$ cat src/rtl/seg_scan_driver_if.sv
// Frame handoff between the control/status logic (master) and the seven-segment scan driver (slave).
interface seg_scan_driver_if;
    logic        load;
    logic [15:0] value;
    logic [3:0]  blank;
    logic [3:0]  dp_in;
    logic        ready;
    logic        frame_tick;

    modport master (output load, value, blank, dp_in, input  ready, frame_tick);
    modport slave  (input  load, value, blank, dp_in, output ready, frame_tick);
endinterface

$ cat src/rtl/seg_scan_driver.sv
// Four-digit common-anode seven-segment scanner with hex decode, per-slot anti-ghost
// blanking and a single shadow frame that is only applied on a frame boundary.
module seg_scan_driver #(
    parameter int CLK_DIV      = 25_000,
    parameter int BLANK_CYCLES = 16
) (
    input  logic             clk,
    input  logic             rst,
    seg_scan_driver_if.slave frame_if,
    output logic [6:0]       seg,
    output logic [3:0]       an,
    output logic             dp
);
    localparam int CNT_W = $clog2(CLK_DIV);

    // state    | meaning
    // SH_EMPTY | no pending frame; ready is high and the next load is taken
    // SH_FULL  | frame waiting in the shadow; copied to active at the next frame boundary
    typedef enum logic {SH_EMPTY = 1'b0, SH_FULL = 1'b1} sh_state_t;

    sh_state_t        sh_state;
    sh_state_t        sh_state_nxt;
    logic [CNT_W-1:0] slot_cnt;
    logic [1:0]       dig_idx;
    logic             slot_wrap;
    logic             frame_bnd;
    logic             accept;
    logic             apply;
    logic             tick_q;
    logic [15:0]      sh_value;
    logic [3:0]       sh_blank;
    logic [3:0]       sh_dp;
    logic [15:0]      act_value;
    logic [3:0]       act_blank;
    logic [3:0]       act_dp;
    logic [3:0]       nibble;
    logic             lit;
    logic [6:0]       seg_nxt;
    logic [3:0]       an_nxt;
    logic             dp_nxt;

    function automatic logic [6:0] hex_to_seg(input logic [3:0] h);
        logic [6:0] s;
        case (h)
            4'h0: s = 7'b1000000;
            4'h1: s = 7'b1111001;
            4'h2: s = 7'b0100100;
            4'h3: s = 7'b0110000;
            4'h4: s = 7'b0011001;
            4'h5: s = 7'b0010010;
            4'h6: s = 7'b0000010;
            4'h7: s = 7'b1111000;
            4'h8: s = 7'b0000000;
            4'h9: s = 7'b0010000;
            4'hA: s = 7'b0001000;
            4'hB: s = 7'b0000011;
            4'hC: s = 7'b1000110;
            4'hD: s = 7'b0100001;
            4'hE: s = 7'b0000110;
            default: s = 7'b0001110;
        endcase
        return s;
    endfunction

    assign slot_wrap = (slot_cnt == CNT_W'(CLK_DIV - 1));
    assign frame_bnd = slot_wrap && (dig_idx == 2'd3);

    always_ff @(posedge clk) begin
        if (rst) begin
            slot_cnt <= '0;
            dig_idx  <= '0;
        end else if (slot_wrap) begin
            slot_cnt <= '0;
            dig_idx  <= dig_idx + 2'd1;
        end else begin
            slot_cnt <= slot_cnt + CNT_W'(1);
        end
    end

    always_ff @(posedge clk) begin
        if (rst) sh_state <= SH_EMPTY;
        else     sh_state <= sh_state_nxt;
    end

    // A load landing on the boundary cycle only fills the shadow; it waits a whole frame.
    always_comb begin
        sh_state_nxt = sh_state;
        case (sh_state)
            SH_EMPTY: if (frame_if.load) sh_state_nxt = SH_FULL;
            SH_FULL:  if (frame_bnd)     sh_state_nxt = SH_EMPTY;
            default:                     sh_state_nxt = SH_EMPTY;
        endcase
    end

    always_comb begin
        accept         = (sh_state == SH_EMPTY) && frame_if.load;
        apply          = (sh_state == SH_FULL) && frame_bnd;
        frame_if.ready = (sh_state == SH_EMPTY);
    end

    always_ff @(posedge clk) begin
        if (rst) begin
            sh_value  <= '0;
            sh_blank  <= '0;
            sh_dp     <= '0;
            act_value <= '0;
            act_blank <= 4'hF;
            act_dp    <= '0;
            tick_q    <= 1'b0;
        end else begin
            if (accept) begin
                sh_value <= frame_if.value;
                sh_blank <= frame_if.blank;
                sh_dp    <= frame_if.dp_in;
            end
            if (apply) begin
                act_value <= sh_value;
                act_blank <= sh_blank;
                act_dp    <= sh_dp;
            end
            tick_q <= apply;
        end
    end

    assign frame_if.frame_tick = tick_q;

    always_comb begin
        nibble  = act_value[{dig_idx, 2'b00} +: 4];
        lit     = (slot_cnt >= CNT_W'(BLANK_CYCLES)) && !act_blank[dig_idx];
        an_nxt  = lit ? ~(4'b0001 << dig_idx) : 4'hF;
        seg_nxt = lit ? hex_to_seg(nibble) : 7'h7F;
        dp_nxt  = lit ? ~act_dp[dig_idx] : 1'b1;
    end

    always_ff @(posedge clk) begin
        if (rst) begin
            an  <= 4'hF;
            seg <= 7'h7F;
            dp  <= 1'b1;
        end else begin
            an  <= an_nxt;
            seg <= seg_nxt;
            dp  <= dp_nxt;
        end
    end
endmodule
$ cat src/flat_wrapper.sv
// flat-port wrapper written by rule: the top's interface ports become plain ports
module seg_scan_driver_flat 
#(
    parameter int CLK_DIV      = 25_000,
    parameter int BLANK_CYCLES = 16
)
  (clk, rst, seg, an, dp, frame_if_load, frame_if_value, frame_if_blank, frame_if_dp_in, frame_if_ready, frame_if_frame_tick);
  seg_scan_driver_if frame_if_i ();
  input  logic clk;
  input  logic rst;
  output logic [6:0] seg;
  output logic [3:0] an;
  output logic dp;
  input wire logic [$bits(frame_if_i.load)-1:0] frame_if_load;
  input wire logic [$bits(frame_if_i.value)-1:0] frame_if_value;
  input wire logic [$bits(frame_if_i.blank)-1:0] frame_if_blank;
  input wire logic [$bits(frame_if_i.dp_in)-1:0] frame_if_dp_in;
  output wire logic [$bits(frame_if_i.ready)-1:0] frame_if_ready;
  output wire logic [$bits(frame_if_i.frame_tick)-1:0] frame_if_frame_tick;
  assign frame_if_i.load = frame_if_load;
  assign frame_if_i.value = frame_if_value;
  assign frame_if_i.blank = frame_if_blank;
  assign frame_if_i.dp_in = frame_if_dp_in;
  assign frame_if_ready = frame_if_i.ready;
  assign frame_if_frame_tick = frame_if_i.frame_tick;
  seg_scan_driver #(.CLK_DIV(CLK_DIV), .BLANK_CYCLES(BLANK_CYCLES)) u_core (.clk(clk), .rst(rst), .frame_if(frame_if_i), .seg(seg), .an(an), .dp(dp));
endmodule
$ cat config.mk
export PLATFORM = sky130hd
export DESIGN_NAME = seg_scan_driver_flat
export DESIGN_NICKNAME = d
export VERILOG_FILES = /design/src/rtl/seg_scan_driver_if.sv /design/src/rtl/seg_scan_driver.sv /design/src/flat_wrapper.sv
export SDC_FILE = /design/constraint.sdc
export NUM_CORES = 1
export LEC_CHECK = 0
export BUFFER_PORTS_ARGS = -buffer_cell sky130_fd_sc_hd__buf_4
export CELL_PAD_IN_SITES_DETAIL_PLACEMENT = 1
export CELL_PAD_IN_SITES_GLOBAL_PLACEMENT = 1
export CORE_AREA = 5 5 83 104
export DETAILED_ROUTE_END_ITERATION = 6
export DIE_AREA = 0 0 88 109
export PLACE_DENSITY_LB_ADDON = 0.1
export SETUP_SLACK_MARGIN = 0.02
export SLEW_MARGIN = 10
export SYNTH_ARGS = -nofsm -noshare
export SYNTH_HDL_FRONTEND = slang
export SYNTH_SLANG_ARGS = --single-unit
$ cat constraint.sdc
create_clock -name clk -period 3.15 [get_ports clk]
set_input_delay 0.315 -clock clk [delete_from_list [all_inputs] [get_ports clk]]
set_output_delay 0.315 -clock clk [all_outputs]
set_load 0.03 [all_outputs]
# Yosys cells after proc, flatten, opt, wreduce, memory -nomap -nowiden
# Memories as Yosys holds them, arrays and structs flattened. A register that Yosys moved wholly into a read port is not among the register bits.
# Cells that the tools add are included.
[totals]
ff_bits = 72
rom_bits = 112
inputBits = 27
n_memories = 1
[mem_list]
columns = ["name", "words", "word_bits", "read_ports", "rd_ports_with_merged_regs", "write_ports", "line_no", "source"]
rows = [
  ["(name not given)", 16, 7, 1, 1, 0, "seg_scan_driver.sv:44", "case (h)"],
]
[op_classes]
add_sub_neg = 2
magnitude_cmp = 2
eq_ne = 2
n_shift = 2
n_mux = 7
bitwise_logic = 4
n_reduce_logical = 7
[ops]
columns = ["cell", "n"]
rows = [
  ["indexed part select 16 x 5 -> 4 bit", 1],
  ["adder 15 x 1 -> 15 bit (second input constant)", 1],
  ["equality test 15 bit (second input constant)", 1],
  ["greater-or-equal comparator 15 x 5 -> 1 bit (second input constant)", 1],
  ["binary-select mux 1 bit (select 2 bit)", 2],
  ["logical AND 1 bit", 4],
  ["two-way mux 1 bit", 4],
  ["NOT 4 bit", 1],
  ["OR reduction 2 bit", 2],
  ["<< shifter 1 x 2 -> 4 bit (first input constant)", 1],
  ["less-than comparator 2 x 3 -> 1 bit (second input constant)", 1],
  ["NOT 1 bit", 3],
  ["adder 2 x 1 -> 2 bit (second input constant)", 1],
  ["equality test 2 bit (second input constant)", 1],
  ["case mux 1 bit (2 select lines)", 1],
  ["logical NOT 1 bit", 1],
]

# Longest topological paths before layout
[depth]
depth_word = 6
ltp_mapped = 7

# Worst setup path after synthesis
# OpenSTA, ideal clock, no wires.
[synth_timing]
kind = "register -> register"
start = "register u_core.dig_idx[0]"
end = "register u_core.seg[0]"
setup_time_ns = 0.126
t_arrival_ns = 1.920
required_time_ns = 3.024
path_slack_ns = 1.104
path_stages_with_launch = 6
path_buffers = 1
path_cell_list = "dfxtp_1 > buf_2 > mux4_2 > ha_1 > o311ai_0 > o31ai_1"
[synth_via]
elab_chain_len = 6
word_cells_on_any_way = 7
[synth_rtl]
columns = ["element", "line_no", "source"]
rows = [
  ["from (decl)", "seg_scan_driver.sv:24", "logic [1:0] dig_idx;"],
  ["from (signal assigned)", "seg_scan_driver.sv:74", "dig_idx <= dig_idx + 2'd1;"],
  ["binary-select mux 1 bit (select 2 bit)", "seg_scan_driver.sv:129", "lit = (slot_cnt >= CNT_W'(BLANK_CYCLES)) && !act_blank[dig_idx];"],
  ["two-way mux 1 bit (implied by the code)", "seg_scan_driver.sv:129", ""],
  ["logical NOT 1 bit", "seg_scan_driver.sv:129", ""],
  ["logical AND 1 bit", "seg_scan_driver.sv:129", ""],
  ["NOT 1 bit (no line)", "n/a", ""],
  ["OR reduction 2 bit (no line)", "n/a", ""],
  ["to (decl)", "seg_scan_driver.sv:10", "output logic [6:0] seg,"],
]
# Parallel ways exist; a longest one is shown, timed or not. The select of a mux whose other input is x is not followed.
# A chain may end at the register's enable or synchronous reset.

# Worst setup path in the final report
[layout_timing]
start = "register u_core.slot_cnt[4]"
end = "register u_core.act_value[0]"
[layout_via]
elab_chain_len = 3
[layout_rtl]
columns = ["element", "line_no", "source"]
rows = [
  ["from (decl)", "seg_scan_driver.sv:23", "logic [CNT_W-1:0] slot_cnt;"],
  ["from (signal assigned)", "seg_scan_driver.sv:76", "slot_cnt <= slot_cnt + CNT_W'(1);"],
  ["equality test 15 bit", "seg_scan_driver.sv:65", "assign slot_wrap = (slot_cnt == CNT_W'(CLK_DIV - 1));"],
  ["logical AND 1 bit", "seg_scan_driver.sv:66", "assign frame_bnd = slot_wrap && (dig_idx == 2'd3);"],
  ["logical AND 1 bit", "seg_scan_driver.sv:97", "apply = (sh_state == SH_FULL) && frame_bnd;"],
  ["to (signal assigned)", "seg_scan_driver.sv:117", "act_value <= sh_value;"],
  ["to (decl)", "seg_scan_driver.sv:33", "logic [15:0] act_value;"],
]
# Every way passes these cells.

==> flow_metrics.env <==
export IMPL_outcome="finished, final reports clean"
export IMPL_syn_to_final_growth_pct=15.9
export IMPL_worstMarginPinSlew_ps=898
export IMPL_die_h_um=109
export IMPL_die_area_mm2=0.00959
export IMPL_grt_first_pass_wirelength_mm=13.2
export IMPL_drt_iter0_drc=143
export IMPL_worstSetupEndpointType="flop"
export IMPL_antenna_found_initial=0
export IMPL_dr_pass1_iters=4
export IMPL_cts_inserted_buffers=9
export IMPL_powerDensity_mw_per_mm2=488
export IMPL_fin_crit_ps=2280
export IMPL_netSwitchingFraction_pct=21.4
export IMPL_use_met1_pct=21.3
export IMPL_synth_top_area_share_pct=46.3
export IMPL_place_congestion=0.834
export IMPL_clkTransAtPathRegs_ps=80
export IMPL_post_route_cell_area_mm2=0.00396
export IMPL_synthCells=386
export IMPL_maxSlewHeadroom_pct=40.0
export IMPL_finalHoldViolations=0
export IMPL_wl_mm=7.81
export IMPL_p_clk_share_pct=42.0
export IMPL_peakVddDrop_mv=0.286
export IMPL_synth_async_reset_ratio_pct=0
export IMPL_report_final_slew_viol_count=0
export IMPL_syn_mean_instance_area_um2=8.85
export IMPL_leakage_nw=1.41
export IMPL_cts_buffer_depth=2
export IMPL_hp_class="primary input to flop"
export IMPL_synthesis_nets=425
export IMPL_period_share_pct=72.3
export IMPL_skew_ps=14.5
export IMPL_ys_flop_type="dfxtp_1"
export IMPL_seqPwrFrac_pct=53.5
export IMPL_io_buffers=40
export IMPL_grt_max_degree=56
export IMPL_drive_gt1_share_pct=18.1
export IMPL_grt_use_met2_pct=30.1
export IMPL_ys_seq_elements=79
export IMPL_globalRoute_totalOverflow=0
export IMPL_synth_top_cell_by_area="dfxtp_1"
export IMPL_power_internal_mw=1.52
export IMPL_post_cts_buffers=0
export IMPL_grt_pass1_vias=2811
export IMPL_io_pins=41
export IMPL_path_class="flop to flop"
export IMPL_p_switching_mw=0.414
export IMPL_cts_sinks=79
export IMPL_cts_resized_gates=0
export IMPL_syn_cell_area_mm2=0.00342
export IMPL_grt_use_total_pct=17.6
export IMPL_nNetsFinal=456
export IMPL_start_kind="flop"
export IMPL_worst_skew_pair_late_latency_ps=350
export IMPL_cap_violations=0
export IMPL_dr_total_vias=2749
export IMPL_rows=36
export IMPL_h_tree_depth=3
export IMPL_start_util_pct=44.9
export IMPL_place_hpwl_mm=5.57
export IMPL_place_area_mm2=0.00375
export IMPL_synth_cell_types=41
export IMPL_yosysSeqAreaShare_pct=46.3
export IMPL_cp_max_fo=15
export IMPL_root_buffer="clkbuf_8"
export IMPL_rsz0062_at_grt="false"
export IMPL_tns_ps=0
export IMPL_setup_viol=0
export IMPL_drcViolationCount=0
export IMPL_cp_arrival_ps=2550
export IMPL_cts_hold_buf=0
export IMPL_core_mm2=0.00761
export IMPL_routedWlPerCell_um=15.1
export IMPL_viasPerCell=5.33
export IMPL_grt_util_met3_pct=3.85
export IMPL_synthTopCellsByArea="dfxtp_1, nand2_1, a21oi_1"
export IMPL_cts_tree="built"
export IMPL_cp_required_ps=3420
export IMPL_antenna_cells=0
export IMPL_yosysWarningCount=0
export IMPL_finalPower_mw=1.93
export IMPL_power_frac_comb_pct=4.5
export IMPL_fmax_mhz=439
export IMPL_synth_edf_count=0
export IMPL_top_usage_layer="met2"
export IMPL_die_w_um=88
export IMPL_ant_nets=0
## Yosys cell counts (11+ instances only)
cell type  instances
o21ai_1           20
clkbuf_1          17
inv_1             11
nor2_1            19
xnor2_1           11
ha_1              12
dfxtp_1           79
a21oi_1           47
nand3_1           26
nand2_1           66
## area by class of cell
type	instances	area, um^2
Tap cell	95	119
Timing Repair Buffer	46	345
Multi-Input combinational cell	270	1660
Clock buffer	11	141
Sequential cell	79	1580
Fill cell	905	3650
Inverter	11	41.3
Clock inverter	4	70.1
## power by group through the flow
stage	sequential [mW]	combinational [mW]	clock, mW
floorplan	1.05	0.0531	0
global placement	1.06	0.0863	0
detailed placement	1.06	0.0886	0
CTS	1.04	0.0888	0.831
global route	1.04	0.0980	0.871
finish	1.04	0.0866	0.812
## metrics by stage
step | instances | hold WS, ps | worst slack (ps) | util [%]
finish | 516 | 215 | 873 | 52.0
global route | 516 | 200 | 701 | 52.0
CTS | 516 | 197 | 858 | 52.0
detailed placement | 501 | 451 | 845 | 49.2
global placement | 501 | 442 | 925 | 49.2
floorplan | 386 | 430 | 1100 | -
## critical path, cell delays in order (launching register included)
cell and delay, ps:
dfxtp_1 350, or4_4 590, nor4_4 690, buf_4 330, nand3_1 90, a21oi_1 150
## state kept, by name, indices dropped and copies added (netlist names)
name                        flops
u_core.act_blank                4
u_core.act_dp                   4
u_core.act_value               16
u_core.an                       4
u_core.dig_idx                  2
u_core.dp                       1
u_core.frame_if.frame_tick      1
u_core.seg                      7
u_core.sh_blank                 4
u_core.sh_dp                    4
u_core.sh_state                 1
u_core.sh_value                16
u_core.slot_cnt                15
## path summary, 6_finish.rpt
| check | startpoint | to | slack [ps] | depth (start not counted) |
|---|---|---|---|---|
| worst min-delay path | frame_if_dp_in[3] | u_core.sh_dp[3] | 210 | 3 |
| worst max register to register | u_core.slot_cnt[4] | u_core.act_value[0] | 870 | 5 |
| worst min register to register | u_core.sh_blank[0] | u_core.sh_blank[0] | 460 | 2 |
| worst max-delay path | u_core.slot_cnt[4] | u_core.act_value[0] | 870 | 5 |
## cells by family after synthesis
logic type,after synthesis,synth area share (%)
AND/OR/NAND/NOR,146,20.4
AO/OA/AOI/OAI,84,13.7
flip-flops,79,46.3
buffers and inverters,37,5.13
multiplexers,15,6.70
XOR/XNOR,13,3.33
adder cells (fa/ha/maj),12,4.39
## per-layer routing
metal / share of wire [%] / up-vias
met5: 0 / -
met1: 45 / 1312
met4: 1.7 / 0
met2: 51 / 25
met3: 2.3 / 11
li1: - / 1401
## cell usage in the layout, fill, tap and decap left out, types with 10 or more instances in the layout
cell type  instances
nor2_1            19
ha_1              12
xnor2_1           11
o21ai_1           20
nand2_1           66
inv_1             11
dfxtp_1           79
nand3_1           26
clkbuf_8          10
a21oi_1           47
buf_4             46
No activity file was read; power rests on OpenSTA's default activity.
